## src/rtl/up_down_counter_pkg.sv

```systemverilog
// Shared limit-mode and prefix-speed constants for the up/down counter slice.
package up_down_counter_pkg;

    typedef enum logic {
        WRAP     = 1'b0,
        SATURATE = 1'b1
    } limit_mode_e;

    localparam int SPEED_SLOW   = 0;
    localparam int SPEED_MEDIUM = 1;
    localparam int SPEED_FAST   = 2;

endpackage

```

## src/rtl/up_down_counter_incdec.sv

```systemverilog
// Incrementer-decrementer: Z = A +/- CI with carry/borrow-out CO, selectable prefix tree.
// Latency: purely combinational; no backpressure.
module IncDecC
    import up_down_counter_pkg::*;
#(
    parameter int width = 8,
    parameter int speed = SPEED_MEDIUM
) (
    input  logic [width-1:0] A,
    input  logic             CI,
    input  logic             DEC,
    output logic [width-1:0] Z,
    output logic             CO
);

    // Bit i toggles when every lower bit "propagates": all ones going up,
    // all zeros going down. That is a prefix AND over A ^ DEC.
    function automatic logic [width-1:0] prefix_and(input logic [width-1:0] p);
        logic [width-1:0] t;
        t = p;
        if (speed == SPEED_FAST) begin
            for (int l = 0; (1 << l) < width; l++) begin
                for (int i = 0; i < width; i++) begin
                    if (((i >> l) & 1) == 1) begin
                        t[i] = t[i] & t[((i >> l) << l) - 1];
                    end
                end
            end
        end else if (speed == SPEED_MEDIUM) begin
            for (int l = 0; (1 << l) < width; l++) begin
                for (int i = (2 << l) - 1; i < width; i += (2 << l)) begin
                    t[i] = t[i] & t[i - (1 << l)];
                end
            end
            for (int l = $clog2(width) - 1; l >= 0; l--) begin
                for (int i = (2 << l) + (1 << l) - 1; i < width; i += (2 << l)) begin
                    t[i] = t[i] & t[i - (1 << l)];
                end
            end
        end else begin
            for (int i = 1; i < width; i++) begin
                t[i] = t[i] & t[i-1];
            end
        end
        return t;
    endfunction

    logic [width-1:0] prop;
    logic [width-1:0] pre;

    assign prop = A ^ {width{DEC}};
    assign pre  = prefix_and(prop);

    assign Z[0] = A[0] ^ CI;
    for (genvar i = 1; i < width; i++) begin : g_sum
        assign Z[i] = A[i] ^ (CI & pre[i-1]);
    end
    assign CO = CI & pre[width-1];

endmodule

```

## src/rtl/up_down_counter.sv

```systemverilog
// Loadable up/down counter with wrap or saturate at the limits and one-cycle ovf/unf pulses.
// Latency: one cycle from request to q_o and flags; no backpressure, every cycle accepted.
module up_down_counter
    import up_down_counter_pkg::*;
#(
    parameter int width    = 8,
    parameter int speed    = SPEED_MEDIUM,
    parameter int saturate = 0
) (
    input  logic             clk_i,
    input  logic             rst_ni,
    input  logic             clear_i,
    input  logic             load_i,
    input  logic [width-1:0] d_i,
    input  logic             en_i,
    input  logic             dec_i,
    output logic [width-1:0] q_o,
    output logic             zero_o,
    output logic             ovf_o,
    output logic             unf_o
);

    localparam limit_mode_e MODE = (saturate != 0) ? SATURATE : WRAP;

    logic [width-1:0] count;
    logic [width-1:0] step_val;
    logic             carry;
    logic             ovf_q;
    logic             unf_q;

    // CI is en_i, so carry can only fire on an enabled step.
    IncDecC #(
        .width (width),
        .speed (speed)
    ) u_incdec (
        .A   (count),
        .CI  (en_i),
        .DEC (dec_i),
        .Z   (step_val),
        .CO  (carry)
    );

    always_ff @(posedge clk_i) begin
        if (!rst_ni) begin
            count <= '0;
            ovf_q <= 1'b0;
            unf_q <= 1'b0;
        end else begin
            ovf_q <= 1'b0;
            unf_q <= 1'b0;
            if (clear_i) begin
                count <= '0;
            end else if (load_i) begin
                count <= d_i;
            end else if (en_i) begin
                if (!(carry && MODE == SATURATE)) begin
                    count <= step_val;
                end
                ovf_q <= carry & ~dec_i;
                unf_q <= carry & dec_i;
            end
        end
    end

    assign q_o    = count;
    assign zero_o = (count == '0);
    assign ovf_o  = ovf_q;
    assign unf_o  = unf_q;

endmodule

```

## config.mk

```make
export PLATFORM = sky130hd
export DESIGN_NAME = up_down_counter
export DESIGN_NICKNAME = d
export VERILOG_FILES = /design/src/rtl/up_down_counter_pkg.sv /design/src/rtl/up_down_counter_incdec.sv /design/src/rtl/up_down_counter.sv
export SDC_FILE = /design/constraint.sdc
export NUM_CORES = 1
export LEC_CHECK = 0
export CELL_PAD_IN_SITES_DETAIL_PLACEMENT = 0
export CELL_PAD_IN_SITES_GLOBAL_PLACEMENT = 2
export CORE_MARGIN = 4
export CORE_UTILIZATION = 27
export DETAILED_ROUTE_END_ITERATION = 10
export HOLD_SLACK_MARGIN = 0.1
export PLACE_DENSITY_LB_ADDON = 0.08
export SETUP_SLACK_MARGIN = 0.05
export SLEW_MARGIN = 10
export SYNTH_ARGS = -nofsm -noshare
export SYNTH_HDL_FRONTEND = slang
export SYNTH_SLANG_ARGS = --single-unit
```

## constraint.sdc

```tcl
create_clock -name clk_i -period 2.5 [get_ports clk_i]
set_input_delay 0.25 -clock clk_i [delete_from_list [all_inputs] [get_ports clk_i]]
set_output_delay 0.25 -clock clk_i [all_outputs]
set_load 0.03 [all_outputs]
```

# Yosys cells after proc, flatten, opt, wreduce, memory -nomap -nowiden
# Cells that the tools add are included.
[word_totals]
reg_bits = 10
inputBits = 14
elab_cells = 42
output_inout_bits = 11
[classes]
reduce_logical = 4
n_mux = 2
bitwise_logic = 33
[ops]
columns = ["operator", "count"]
rows = [
  ["1-bit bitwise AND", 21],
  ["8-bit two-way mux", 2],
  ["8-bit logical NOT", 1],
  ["1-bit bitwise XOR", 8],
  ["8-bit bitwise XOR", 1],
  ["4-bit OR reduction", 1],
  ["1-bit inverter", 3],
  ["2-bit nonzero test", 1],
  ["2-bit OR reduction", 1],
]

# Depth between registers and ports, before layout
[depth]
ltp_word = 9
ltp_mapped = 5

# Cells and area by module
# A second synthesis with hierarchy kept.
[unflattened]
cells_unflattened = 78
hier_area_um2 = 705.7
[modules_own_cells]
columns = ["mod", "seq_area_each_um2", "instances", "area_each_um2", "cells_per_inst"]
rows = [
  ["up_down_counter", 200.2, 1, 455.4, 46],
  ["IncDecC", 0.0, 1, 250.2, 32],
]

# Worst setup path before layout
# No wires, ideal clock.
[synth_timing]
path_kind = "register -> register"
start = "register count[1], in the netlist q_o[1]"
end = "register count[6], in the netlist q_o[6]"
period_less_slack_ns = 1.731
setup_ns = 0.122
slack_ns = 0.769
t_arrival_ns = 1.609
path_stages_with_launch = 6
n_path_buf = 1
cell_sequence = "dfxtp_1 > buf_4 > nand2_1 > o2bb2a_4 > o31a_1 > o311a_1"
[synth_between]
elab_chain_len = 8
[synth_rtl]
columns = ["element", "line_no", "source"]
rows = [
  ["start: declaration", "up_down_counter.sv:25", "logic [width-1:0] count;"],
  ["start signal: assignment", "up_down_counter.sv:54", "count <= d_i;"],
  ["start signal: assignment", "up_down_counter.sv:57", "count <= step_val;"],
  ["8-bit bitwise XOR", "up_down_counter_incdec.sv:51", "assign prop = A ^ {width{DEC}};"],
  ["1-bit bitwise AND (2 in series)", "up_down_counter_incdec.sv:32", "t[i] = t[i] & t[i - (1 << l)];"],
  ["1-bit bitwise AND", "up_down_counter_incdec.sv:37", "t[i] = t[i] & t[i - (1 << l)];"],
  ["1-bit bitwise AND", "up_down_counter_incdec.sv:56", "assign Z[i] = A[i] ^ (CI & pre[i-1]);"],
  ["1-bit bitwise XOR", "up_down_counter_incdec.sv:56", ""],
  ["8-bit two-way mux", "up_down_counter.sv:55", "end else if (en_i) begin"],
  ["8-bit two-way mux", "up_down_counter.sv:53", "end else if (load_i) begin"],
]
# No other way between the ends. The select of a mux whose other input is x is not followed.
# A chain may end at the register's enable or synchronous reset.

# Worst setup path in the final report
[layout_timing]
start = "register count[1], in the netlist q_o[1]"
end = "output port zero_o"
[layout_between]
elab_chain_len = 1
[layout_rtl]
columns = ["element", "line_no", "source"]
rows = [
  ["8-bit logical NOT", "up_down_counter.sv:66", "assign zero_o = (count == '0);"],
  ["end: declaration", "up_down_counter.sv:18", "output logic zero_o,"],
]
# No other way between the ends.

==> impl_metrics.py <==
metrics = {
    "outcome": {
        "outcome": "completed",
    },
    "sta": {
        "rsz0062_at_grt": "false",
        "slew_headroom_pct": 61.0,
        "period_needed_ns": 2.11,
        "skew_ns": 0.00302,
        "hold_viol_final": 0,
        "finalSetupViolations": 0,
        "maxSlewViolCount": 0,
        "finalSetupTns_ns": 0,
        "finalWorstSetupSlack_ns": 0.391,
        "fmax_mhz": 474,
        "tightest_slew_ns": 0.583,
        "fin_crit_sh_pct": 84.4,
        "whs_ns": 0.597,
    },
    "clock_tree": {
        "cts_tree": "yes",
        "post_cts_buffers": 0,
        "clkLatencyLatePin_ns": 0.26,
        "cts_htree_levels": 1,
        "holdBufCountCts": 0,
        "cts_resized": 0,
        "clk_path_buf_depth": 2,
        "numClockSinks": 10,
        "cts_buffers": 3,
        "root_buffer": "clkbuf_4",
        "clk_pin_slew_ns": 0.07,
    },
    "yosys": {
        "yosys.area_share.simple_pct": 30.9,
        "syn_nets": 91,
        "synth.area.mux_share_pct": 1.41,
        "synth_cells": 77,
        "synth-async-reset-ratio_pct": 0,
        "syn_area_per_cell_um2": 9.20,
        "synth_compound_gate_area_share_pct": 23.9,
        "synthAdderAreaFrac_pct": 0,
        "synth_cell_type_count": 40,
        "synth_edf_count": 0,
        "synth_top_area_share_pct": 28.3,
        "synth_top_cell_by_area": "dfxtp_1",
        "synth_seq_area_share_pct": 28.3,
        "ys.flop_type": "dfxtp_1",
        "synth_warnings": 0,
        "synth_top_family_by_area": "simple AND/OR/NAND/NOR gates",
        "synth_seq_cells": 10,
        "synth_area_um2": 708,
        "synth.area.top_cells": "dfxtp_1, xor2_1, o21ai_0",
        "synth_xor_area_share_pct": 9.89,
    },
    "routing": {
        "vias": 671,
        "drc": 0,
        "drt_iter0_drc": 14,
        "ant_nets": 0,
        "wl_met2_um": 751,
        "vias_per_cell": 5.05,
        "dr.pass1.iters": 4,
        "wl_mm": 1.76,
        "wl_met1_um": 838,
        "top_layer": "met4",
        "met3_length_um": 135,
        "wl_per_cell_um": 13.2,
    },
    "min_path": {
        "min_to": "q_o[4]$_SDFFE_PP0P_",
        "hold_depth": 3,
        "hold_start": "d_i[4]",
        "hold_class": "primary input to flip-flop",
    },
    "layout": {
        "utilization_pct": 40.1,
        "final_cells": 133,
        "drive_gt1_share_pct": 13.6,
        "layout_common_cells": "clkdlybuf4s50_1, dfxtp_1, o21ai_0, a21oi_1, nand2_1",
        "nets": 119,
        "nFillCells": 267,
        "final_common_cell": "clkdlybuf4s50_1",
        "fin_area_mm2": 0.00100,
        "syn_to_final_growth_pct": 41.5,
        "num_antenna_cells": 0,
    },
    "placed_design": {
        "post-dp-hpwl_mm": 1.36,
        "gp_congestion": 0.748,
        "dpl_worst_slack_ns": 0.438,
        "dpl_cell_area_um2": 980,
        "place_inst": 130,
        "port_buffers": 24,
    },
    "grt": {
        "grt_usage_pct": 11.1,
        "grt_antenna_before_repair": 0,
        "grt_pass1_wl_mm": 2.88,
        "grt_max_degree": 11,
        "first_global_vias": 634,
        "gr-total-overflow": 0,
    },
    "floorplanning": {
        "io_pins": 25,
        "die_area_mm2": 0.00351,
        "initial_core_util_pct": 28.3,
        "core-area_mm2": 0.00250,
        "chipHeight_um": 59.2,
        "num_rows": 18,
        "die-width_um": 59.2,
    },
    "critical_path": {
        "r2r_end": "q_o[6]$_SDFFE_PP0P_",
        "worstPathRequired_ns": 2.25,
        "worst_ep_arrival_time_ns": 1.86,
        "critPathKind": "flip-flop to output pin",
        "start_kind": "flip-flop",
        "endpoint_kind": "output pin",
        "timing.rr.start": "q_o[1]$_SDFFE_PP0P_",
        "cp_max_fo": 9,
        "rrSetupSlack_ns": 0.85,
        "reg2reg_depth": 4,
    },
    "power": {
        "p_total_mw": 0.419,
        "leakagePower_nw": 0.385,
        "peakVddDrop_uv": 184,
        "power_density_mw_per_mm2": 418,
    },
    "flow_run": {
        "maxCapViolCount": 0,
    },
}
## routing by layer
metal  up-vias  track usage (%)
met5         -                0
met4         0             5.83
met3         4             3.27
met2        22             16.1
met1       303             14.7
li1        342                -
## report_power, final
group	total (mW)	internal [mW]	switching (mW)
combinational	0.128	0.0683	0.0596
sequential	0.179	0.166	0.0132
clock	0.112	0.0556	0.0562
## kinds of logic after synthesis
group | after synthesis
buffers and inverters | 7
DFF | 10
muxes | 1
xor gates and xnor gates | 8
AOI/OAI and AO/OA | 22
and+or+nand+nor | 29
## flip-flops by register name, summed over array words and instances (netlist names)
register  cells
q_o           8
unf_o         1
ovf_o         1
## how the worst max path moves through the flow
| stage | start | endpoint | slack (ns) | cells after the start |
|---|---|---|---|---|
| 6_report | q_o[1]$_SDFFE_PP0P_ | zero_o | 0.39 | 3 |
| 5_1_grt | q_o[1]$_SDFFE_PP0P_ | zero_o | 0.32 | 3 |
| 4_1_cts | q_o[1]$_SDFFE_PP0P_ | zero_o | 0.36 | 3 |
| 3_5_place_dp | dec_i | q_o[7]$_SDFFE_PP0P_ | 0.44 | 5 |
| 3_3_place_gp | dec_i | q_o[7]$_SDFFE_PP0P_ | 0.46 | 5 |
| 2_1_floorplan | q_o[1]$_SDFFE_PP0P_ | q_o[6]$_SDFFE_PP0P_ | 0.77 | 5 |
## critical path, stage by stage (launching register included)
cell,delay (ns)
dfxtp_1,0.41
nor4_4,0.31
and3_2,0.22
clkdlybuf4s50_1,0.66
## cell type report
cell class                      count  area (µm²)  area share (%)
Multi-Input combinational cell     60         468            46.7
Timing Repair Buffer               27         263            26.2
Sequential cell                    10         200            20.0
Tap cell                           30        37.5            3.75
Clock buffer                        3        22.5            2.25
Inverter                            3        11.3            1.12
## Yosys cell counts (2+ instances only)
master	number
a21oi_1	6
buf_2	2
dfxtp_1	10
inv_1	2
nand2_1	6
nor2_1	3
o21ai_0	7
or3b_2	2
or4b_1	2
xnor2_1	3
xor2_1	5
No activity file was read; power rests on OpenSTA's default activity.
